`config.mk`:
```
export PLATFORM = sky130hd
export DESIGN_NAME = spart_word_assembler
export DESIGN_NICKNAME = d
export VERILOG_FILES = /design/src/rtl/spart_word_assembler.sv
export SDC_FILE = /design/constraint.sdc
export NUM_CORES = 1
export LEC_CHECK = 0
export ABC_AREA = 1
export BUFFER_PORTS_ARGS = -buffer_cell sky130_fd_sc_hd__buf_2
export CAP_MARGIN = 20
export CORE_ASPECT_RATIO = 0.8
export CORE_MARGIN = 3
export CORE_UTILIZATION = 57
export DETAILED_ROUTE_END_ITERATION = 12
export PLACE_DENSITY_LB_ADDON = 0.2
export SETUP_SLACK_MARGIN = 0.05
export SLEW_MARGIN = 20
export SYNTH_ARGS = -nofsm -noshare
export SYNTH_HDL_FRONTEND = slang
export SYNTH_SLANG_ARGS = --single-unit
```
`constraint.sdc`:
```
create_clock -name clk -period 3.95 [get_ports clk]
set_input_delay 0.79 -clock clk [delete_from_list [all_inputs] [get_ports clk]]
set_output_delay 0.79 -clock clk [all_outputs]
set_load 0.005 [all_outputs]
```
`src/rtl/spart_word_assembler.sv`:
```
// spart_word_assembler
//   Rebuilds 16-bit words from the SPART receive byte stream (low byte first,
//   then high byte) and buffers them in a small first-word-fall-through FIFO
//   that feeds the spart input of the writeback source select.
//
// Ports
//   clk, rst_n    : system clock, asynchronous active-low reset
//   rx_valid      : one-cycle strobe, rx_byte valid this cycle
//   rx_byte[7:0]  : received byte
//   rd_en         : pop the head word (ignored when empty)
//   flush         : synchronous clear of FIFO and assembly state
//   word_out[15:0]: head word, 16'h0000 when empty
//   word_valid    : FIFO not empty
//   count[CW-1:0] : words stored
//   half_pending  : low byte held, waiting for its high byte
//   overflow      : sticky, a completed word was dropped on a full FIFO
//   timeout_drop  : (SPART_ASM_TIMEOUT_EN only) one-cycle pulse when a lone
//                   low byte was discarded after TIMEOUT idle cycles
//
// Optional feature macro: SPART_ASM_TIMEOUT_EN
//
// state     | meaning
// LOW_WAIT  | no byte held, next rx byte is a low byte
// HIGH_WAIT | low byte held, next rx byte completes a word
module spart_word_assembler #(
  parameter int DEPTH   = 4,
  parameter int CW      = $clog2(DEPTH + 1),
  parameter int TIMEOUT = 1024
) (
  input  logic          clk,
  input  logic          rst_n,
  input  logic          rx_valid,
  input  logic [7:0]    rx_byte,
  input  logic          rd_en,
  input  logic          flush,
  output logic [15:0]   word_out,
  output logic          word_valid,
  output logic [CW-1:0] count,
  output logic          half_pending,
  output logic          overflow
`ifdef SPART_ASM_TIMEOUT_EN
  ,
  output logic          timeout_drop
`endif
);

  localparam logic [0:0] LOW_WAIT  = 1'b0;
  localparam logic [0:0] HIGH_WAIT = 1'b1;
  localparam int AW = (DEPTH > 1) ? $clog2(DEPTH) : 1;

  logic [0:0]    state_q, state_d;
  logic [7:0]    low_q, low_d;
  logic [AW-1:0] wr_q, wr_d, rd_q, rd_d;
  logic [CW-1:0] count_q, count_d;
  logic          ovf_q, ovf_d;
  logic [15:0]   mem_q [DEPTH];
  logic [15:0]   mem_d [DEPTH];

  logic empty, full, pop, push_try, push_ok;

  assign empty    = (count_q == '0);
  assign full     = (count_q == CW'(DEPTH));
  assign pop      = rd_en && !empty;
  assign push_try = (state_q == HIGH_WAIT) && rx_valid;
  // A full FIFO still accepts the word when the head leaves in the same cycle.
  assign push_ok  = push_try && (!full || rd_en);

`ifdef SPART_ASM_TIMEOUT_EN
  localparam int TW = (TIMEOUT > 1) ? $clog2(TIMEOUT) : 1;
  logic [TW-1:0] tmo_q, tmo_d;
  logic          drop_q, drop_d;
`endif

  always_comb begin
    state_d = state_q;
    low_d   = low_q;
    wr_d    = wr_q;
    rd_d    = rd_q;
    count_d = count_q;
    ovf_d   = ovf_q;
    mem_d   = mem_q;
`ifdef SPART_ASM_TIMEOUT_EN
    tmo_d   = tmo_q;
    drop_d  = 1'b0;
`endif
    if (flush) begin
      state_d = LOW_WAIT;
      low_d   = 8'h00;
      wr_d    = '0;
      rd_d    = '0;
      count_d = '0;
      ovf_d   = 1'b0;
`ifdef SPART_ASM_TIMEOUT_EN
      tmo_d   = '0;
`endif
    end else begin
      if (state_q == LOW_WAIT) begin
        if (rx_valid) begin
          low_d   = rx_byte;
          state_d = HIGH_WAIT;
`ifdef SPART_ASM_TIMEOUT_EN
          tmo_d   = TW'(TIMEOUT - 1);
`endif
        end
      end else begin
        if (rx_valid) begin
          state_d = LOW_WAIT;
`ifdef SPART_ASM_TIMEOUT_EN
        end else if (tmo_q == '0) begin
          // TIMEOUT idle cycles elapsed: give up on the held low byte.
          state_d = LOW_WAIT;
          drop_d  = 1'b1;
        end else begin
          tmo_d   = tmo_q - 1'b1;
`endif
        end
      end

      if (push_ok) begin
        mem_d[wr_q] = {rx_byte, low_q};
        wr_d        = wr_q + 1'b1;
      end else if (push_try) begin
        ovf_d = 1'b1;
      end

      if (pop) rd_d = rd_q + 1'b1;

      count_d = count_q + CW'(push_ok) - CW'(pop);
    end
  end

  always_ff @(posedge clk or negedge rst_n) begin
    if (!rst_n) begin
      state_q <= LOW_WAIT;
      low_q   <= 8'h00;
      wr_q    <= '0;
      rd_q    <= '0;
      count_q <= '0;
      ovf_q   <= 1'b0;
      mem_q   <= '{default: 16'h0000};
`ifdef SPART_ASM_TIMEOUT_EN
      tmo_q   <= '0;
      drop_q  <= 1'b0;
`endif
    end else begin
      state_q <= state_d;
      low_q   <= low_d;
      wr_q    <= wr_d;
      rd_q    <= rd_d;
      count_q <= count_d;
      ovf_q   <= ovf_d;
      mem_q   <= mem_d;
`ifdef SPART_ASM_TIMEOUT_EN
      tmo_q   <= tmo_d;
      drop_q  <= drop_d;
`endif
    end
  end

  // Empty forces zero so a popped entry is never shown again.
  assign word_out     = empty ? 16'h0000 : mem_q[rd_q];
  assign word_valid   = !empty;
  assign count        = count_q;
  assign half_pending = (state_q == HIGH_WAIT);
  assign overflow     = ovf_q;
`ifdef SPART_ASM_TIMEOUT_EN
  assign timeout_drop = drop_q;
`endif

endmodule

```
* Word-level counts from Yosys, hierarchy flattened *
Index checks and enable logic that the tools add are counted.

cells by class
  $add $sub $neg = 4
  magnitude comparators = 3
  equal/unequal tests = 3
  multiplexer cells = 22
  bitwise operators = 3
  reduce and logical (&&, ||, !) cells = 15

operators with widths
  operator               number
  $bwmux W64             1
  $mux W16               4
  $bmux W16 S2           1
  $demux W16 S2          1
  $mux W8                3
  $mux W2                4
  $reduce_bool A2 Y1     4
  $mux W1                7
  $ge A3 B3 Y1 const B   2
  $not A2 Y3             2
  $reduce_and A2 Y1      3
  $add A2 B1 Y2 const B  2
  $logic_and A1 B1 Y1    4
  $ne A2 B2 Y1 const B   2
  $add A3 B1 Y3          1
  $eq A3 B3 Y1 const B   1
  $logic_not A3 Y1       1
  $lt A3 B1 Y1 const B   1
  $mux W3                1
  $sub A3 B1 Y3          1
  $logic_not A1 Y1       2
  $logic_or A1 B1 Y1     1
  $not A1 Y1             1

word-level totals
  register bits = 81
  input port bits = 13
  word-level logic and storage cells = 60

* Depth between registers and ports, before layout *
Gate-level depths: netlist of run 1.

  depth after elaboration = 7
  gate-level depth with buffers = 11

* Least setup slack after synthesis of run 1 *
OpenSTA, ideal clock, no wires.

  path type = input -> register
  start point = input rx_valid
  end point = register count_q[2], in the netlist count[2]
  arrival time = 2.137 ns
  data required time = 3.831 ns
  setup slack = 1.693 ns
  cell stages on the path = 9
  buffers on the path = 0
  cell sequence = ha_1 > nand2_1 > ha_1 > inv_1 > ha_1 > inv_1 > fa_1 > xor2_1 > nor2_1

on the way
  longest elaborated chain between the ends = 5

ends and longest elaborated chain
  what                  RTL line  RTL
  start, declared       32        input logic rx_valid,
  $logic_and A1 B1 Y1   64        assign push_try = (state_q == HIGH_WAIT) && rx_valid;
  $logic_and A1 B1 Y1   66        assign push_ok = push_try && (!full || rd_en);
  $add A3 B1 Y3         128       count_d = count_q + CW'(push_ok) - CW'(pop);
  $sub A3 B1 Y3         128
  $mux W3               86        if (flush) begin
  net count_d[2]        54        logic [CW-1:0] count_q, count_d;
  end signal, assigned  150       count_q <= count_d;
  end, declared         54

The timed path passes the listed nets, and every way through them passes these cells.
A chain may end at the register's enable or synchronous reset.

* Worst setup path in the final report of run 1 *
  start point = register rd_q[1]
  end point = output word_out[14]

on the way
  longest elaborated chain between the ends = 5

ends and longest elaborated chain
  what                                          RTL line  RTL
  start, declared                               53        logic [AW-1:0] wr_q, wr_d, rd_q, rd_d;
  start signal, assigned                        149       rd_q <= rd_d;
  $not A2 Y3 (implied by the code)              161       assign word_out = empty ? 16'h0000 : mem_q[rd_q];
  $bmux W16 S2                                  161
  $mux W16 (implied by the code) (2 in series)  161
  $mux W16                                      161
  end, declared                                 36        output logic [15:0] word_out,

No other way between the ends. The select of a mux whose other input is x is not followed.

==> flow_summary_export.csv, run 1 <==
group,metric,value,unit
yosys,ys.flop_type,"dfrtp_1",
setup_path,critPathLaunchType,"register",
cells_and_area,stdcell_area,4420,sq um
placed_design,pre_cts_slack,1240,ps
floorplan,die_h,80.9,um
timing,setup_viol,0,
yosys,netlist_instances,505,
cells_and_area,ff_latch_area,2030,sq um
route,drc,0,
global_routing,grt_pass1_wl,17200,um
timing,fin_crit,3110,ps
cts,root_buffer,"clkbuf_8",
outcome,status,"finished, final reports clean",
yosys,synth_top_area_frac,0.507,
hold_path,min_path_type,"primary input to asynchronous set/reset pin",
cts,cts_buffer_depth,2,
floorplan,die_area,8060,sq um
timing,fmax,0.321,GHz
cts,insertion_delay,360,ps
flow_run,max_cap_viol_count,0,
route,ant_nets,0,
setup_path,crit_path_max_fanout,18,
setup_path,path_class,"register to output pin",
global_routing,use_met3,0.0627,
route,wirelength,10000,um
power_and_ir_drop,power.leakage,2.30,nW
cells_and_area,drive_gt1_frac,0.106,
timing,worst_slack,837,ps
timing,rsz0062_at_grt,"no",
cts,cts_tree,"built",
global_routing,met1_usage,0.402,
yosys,synth_fp_nets,526,
cts,cts_made_buffers,9,
route,vias,3550,
timing,slew_headroom,0.393,
cts,path_clk_slew,80,ps
yosys,synthArstFlopShare,1.00,
floorplan,io_pins,35,
route,first_pass_iters,5,
power_and_ir_drop,ir_drop,0.000388,V
yosys,yosysTopAreaCell,"dfrtp_1",
cells_and_area,multi_input_area,1730,sq um
cells_and_area,nNetsFinal,535,
global_routing,top_usage_layer,"met2",
cts,h-tree-depth,3,
power_and_ir_drop,power-per-cell-area,574,nW/um^2
cts,cts_setup_buffers,0,
timing,final.setup.tns,0,ps
placed_design,portBuffers,34,
yosys,avgSynthCellArea,7.92,sq um
floorplan,core_area,6600,sq um
yosys,synth_common_cells,"139 x nand2_1, 81 x dfrtp_1, 74 x nor2_1",
placed_design,place.gp.congestion,0.783,
placed_design,postPlaceCellArea,4140,sq um
yosys,synth.most_common_cell,"nand2_1",
route,avgViaCountPerCell,5.89,
floorplan,num_rows,26,
placed_design,detailed_place_hpwl,6220,um
global_routing,grt_max_degree,82,
yosys,ys_ff_latch,81,
cells_and_area,area_growth,10.5,%
setup_path,critPathRequiredTime,3160,ps
cts,cts_num_sinks,81,
global_routing,grt_usage,0.273,
global_routing,grt_pass1_vias,3414,
cts,cts_hold_buf,0,
yosys,yosysSeqAreaShare,0.507,
global_routing,antenna_found_initial,0,
yosys,synth_cell_types,19,
timing,final.period_utilization,0.788,
timing,fin_worst_skew,5.72,ps
floorplan,die_w,99.6,um
global_routing,overflow,0,
setup_path,cp-end-kind,"output pin",
placed_design,dp_cells,587,
timing,worstMarginPinSlew,908,ps
global_routing,grtUsageMet2,0.403,
yosys,yosys_warnings,0,
route,dr.first_iter.drc_count,286,
cells_and_area,final_cells,603,
yosys,ys_top_cells_by_area,"dfrtp_1 51%, nand2_1 13%, nand4_1 11%, nor2_1 6.9%, o21ai_0 5.4%",
yosys,synth-edff-count,0,
cells_and_area,diodes,0,
timing,report.final.slew_viol_count,0,
timing,hold_viol_final,0,
power_and_ir_drop,power,2.54,mW
cells_and_area,fillCellCount,575,
setup_path,crit_arrival,2320,ps
cts,cts-resized-gates,0,
yosys,syn_area,4000,sq um
route,post_drt_wl_per_cell,16.6,um
floorplan,start_util,0.605,
area by class of cell:
cell class | count | share of cell area
clock buffers | 10 | 0.0312
well taps | 84 | 0.0238
inverters | 22 | 0.0187
flip-flops and latches | 81 | 0.459
repair buffers | 37 | 0.0450
clock inverters | 6 | 0.0312
multi-input cells | 363 | 0.391
registers in the layout, summed over array words and instances, names as in the netlist:
register	cells
half_pending	1
overflow	1
low_q	8
rd_q	2
count	3
wr_q	2
mem_q	64
worst max-delay path, stage by stage (launching register included):
cell and delay (ps):
dfrtp_1 710, clkinv_1 600, nor2_1 230, o21ai_0 100, a21oi_1 170, buf_2 140
where the power goes:
group	internal [mW]	switching, mW
combinational	0.252	0.461
clock	0.504	0.308
sequential	0.928	0.0808
cells by family after synthesis:
| logic type | count (synthesis) | synth area share |
|---|---|---|
| AO/OA/AOI/OAI | 61 | 0.0770 |
| XOR/XNOR | 3 | 0.00657 |
| buffers and inverters | 61 | 0.0635 |
| AND/OR/NAND/NOR | 291 | 0.319 |
| flip-flops | 81 | 0.507 |
| adder cells (fa/ha/maj) | 8 | 0.0269 |
final timing paths:
kind / depth (start not counted) / end / slack [ps] / from
max: 5 / word_out[14] / 840 / rd_q[1]$_DFFE_PN0P_
min: 1 / mem_q[2]$_DFFE_PN0P_ / 460 / rst_n
max reg2reg: 5 / mem_q[30]$_DFFE_PN0P_ / 1350 / wr_q[0]$_DFFE_PN0P_
min reg2reg: 2 / mem_q[43]$_DFFE_PN0P_ / 480 / mem_q[43]$_DFFE_PN0P_
max in group asynchronous: 1 / low_q[4]$_DFFE_PN0P_ / 2990 / rst_n
min in group clk: 2 / mem_q[43]$_DFFE_PN0P_ / 480 / mem_q[43]$_DFFE_PN0P_
routing by layer:
layer  vias up  share of wire
met5         -              0
met4         0          0.014
met3        19          0.073
met2       151           0.44
met1      1681           0.47
li1       1699              -
cell usage in the layout, fill, tap and decap left out, types with 7 or more instances in the layout:
| cell | synthesis | layout |
|---|---|---|
| nand2_1 | 139 | 139 |
| dfrtp_1 | 81 | 81 |
| nor2_1 | 74 | 74 |
| nand4_1 | 68 | 68 |
| o21ai_0 | 43 | 43 |
| buf_2 | 17 | 33 |
| inv_1 | 20 | 20 |
| a21oi_1 | 17 | 16 |
| nand3_1 | 10 | 10 |
| clkbuf_8 | 0 | 10 |
| ha_1 | 7 | 7 |
per-stage QoR:
step | util | hold slack [ps]
floorplan | - | 444
global placement | 0.627 | 457
detailed placement | 0.627 | 461
CTS | 0.668 | 481
global route | 0.669 | 501
finish | 0.669 | 457
(Power assumes the default switching activity.)
==> run 2, diff against run 1 <==
==> constraint.sdc (replaced) <==
create_clock -name clk -period 3 [get_ports clk]
set_input_delay 0.6 -clock clk [delete_from_list [all_inputs] [get_ports clk]]
set_output_delay 0.6 -clock clk [all_outputs]
set_load 0.005 [all_outputs]
==> run 2 against run 1 <==
Net effect: power up 30%; sequential share of layout area decreased by 0.67 points; register-to-register slack got worse by 550 ps; utilization rose by 0.99 points; hold slack worse by 200 ps; via count grew 4.3%; largest cell class unchanged.
==> flow_summary_export.csv, run 2 (synthesis gave the netlist of run 1 again) <==
group,metric,value,unit
power_and_ir_drop,ir_drop,0.000474,V
setup_path,critPathRequiredTime,2400,ps
timing,final.period_utilization,0.855,
floorplan,num_rows,26,
timing,fin_crit,2560,ps
timing,report.final.slew_viol_count,0,
setup_path,crit_path_max_fanout,16,
outcome,status,"finished, final reports clean",
setup_path,path_class,"register to output pin",
global_routing,overflow,0,
timing,fmax,0.390,GHz
cts,cts_num_sinks,81,
cts,cts_tree,"built",
global_routing,grt_max_degree,82,
cts,cts_buffer_depth,2,
route,vias,3704,
floorplan,core_area,6600,sq um
route,dr.first_iter.drc_count,367,
cts,cts_hold_buf,0,
floorplan,die_h,80.9,um
floorplan,die_w,99.6,um
floorplan,die_area,8060,sq um
global_routing,antenna_found_initial,0,
route,avgViaCountPerCell,6.00,
cells_and_area,ff_latch_area,2030,sq um
cts,cts_made_buffers,9,
power_and_ir_drop,power-per-cell-area,733,nW/um^2
placed_design,place.gp.congestion,0.832,
placed_design,dp_cells,601,
global_routing,grt_usage,0.285,
cells_and_area,area_growth,12.1,%
setup_path,critPathLaunchType,"register",
timing,setup_viol,0,
route,ant_nets,0,
timing,rsz0062_at_grt,"no",
cells_and_area,largest_reg_flops,64,
cts,cts-resized-gates,0,
hold_path,min_path_type,"primary input to asynchronous set/reset pin",
placed_design,portBuffers,34,
global_routing,grt_pass1_wl,17900,um
route,wirelength,10600,um
setup_path,worstRegToRegCells,11,
cells_and_area,multi_input_area,1730,sq um
flow_run,max_cap_viol_count,0,
route,post_drt_wl_per_cell,17.1,um
cells_and_area,final_cells,617,
route,first_pass_iters,5,
timing,fin_worst_skew,11.3,ps
cells_and_area,layout_common_cells,"139 x nand2_1, 81 x dfrtp_1, 74 x nor2_1",
route,drc,0,
global_routing,grt_pass1_vias,3506,
timing,hold_viol_final,0,
cts,path_clk_slew,90,ps
cells_and_area,regMostFlops,"mem_q",
timing,final.setup.tns,0,ps
floorplan,io_pins,35,
cells_and_area,fillCellCount,532,
timing,slew_headroom,0.401,
cts,cts_setup_buffers,0,
cts,h-tree-depth,3,
timing,worstMarginPinSlew,889,ps
floorplan,start_util,0.605,
cts,root_buffer,"clkbuf_8",
cells_and_area,drive_gt1_frac,0.126,
cells_and_area,final_common_cell,"nand2_1",
placed_design,detailed_place_hpwl,6510,um
power_and_ir_drop,power.leakage,2.35,nW
setup_path,cp-end-kind,"output pin",
cts,insertion_delay,360,ps
setup_path,crit_arrival,1960,ps
cells_and_area,nNetsFinal,549,
cells_and_area,diodes,0,
-- run 2: power breakdown --
part           switching [mW]  leakage (nW)  internal (mW)
logic                   0.657          1.13          0.364
registers              0.0857          1.10           1.22
clock network           0.403         0.118          0.554
-- run 2: final timing paths --
check                                     start                    end  slack [ps]
setup / recovery             count[1]$_DFF_PN0_           word_out[15]         440
hold / removal                            rst_n  mem_q[32]$_DFFE_PN0P_         260
setup reg to reg             count[1]$_DFF_PN0_     count[2]$_DFF_PN0_         800
hold reg to reg            mem_q[4]$_DFFE_PN0P_   mem_q[4]$_DFFE_PN0P_         480
max in group asynchronous                 rst_n  mem_q[52]$_DFFE_PN0P_        2220
min in group clk           mem_q[4]$_DFFE_PN0P_   mem_q[4]$_DFFE_PN0P_         480
-- run 2: per-stage QoR --
step                area (sq um)  worst slack, ps  hold slack (ps)  total power, mW  utilization
finish                      4480              436              258             3.29        0.679
global route                4480              256              318             3.51        0.679
CTS                         4480              402              446             3.29        0.678
detailed placement          4240              614              461             2.34        0.642
global placement            4240              664              456             2.33        0.642
floorplan                   4000              933              304             1.95            -
-- run 2: final cells by class --
cell class / instances / area share
Sequential cell: 81 / 0.452
Clock inverter: 5 / 0.0232
Clock buffer: 11 / 0.0293
Inverter: 22 / 0.0184
Multi-Input combinational cell: 363 / 0.386
Tap cell: 84 / 0.0235
Timing Repair Buffer: 51 / 0.0678
-- run 2: per-layer routing --
metal,share of wire,global-route usage,vias to the layer above
met5,0,0,-
met4,0.012,0.0791,0
met3,0.099,0.0652,16
met2,0.44,0.430,210
met1,0.44,0.417,1756
li1,-,-,1722
-- run 2: worst max-delay path, cell delays in order (launching register included) --
cell     delay [ps]
dfrtp_1         430
nor2_1          290
nand2_1         130
inv_1           470
a21oi_1         120
buf_2           170
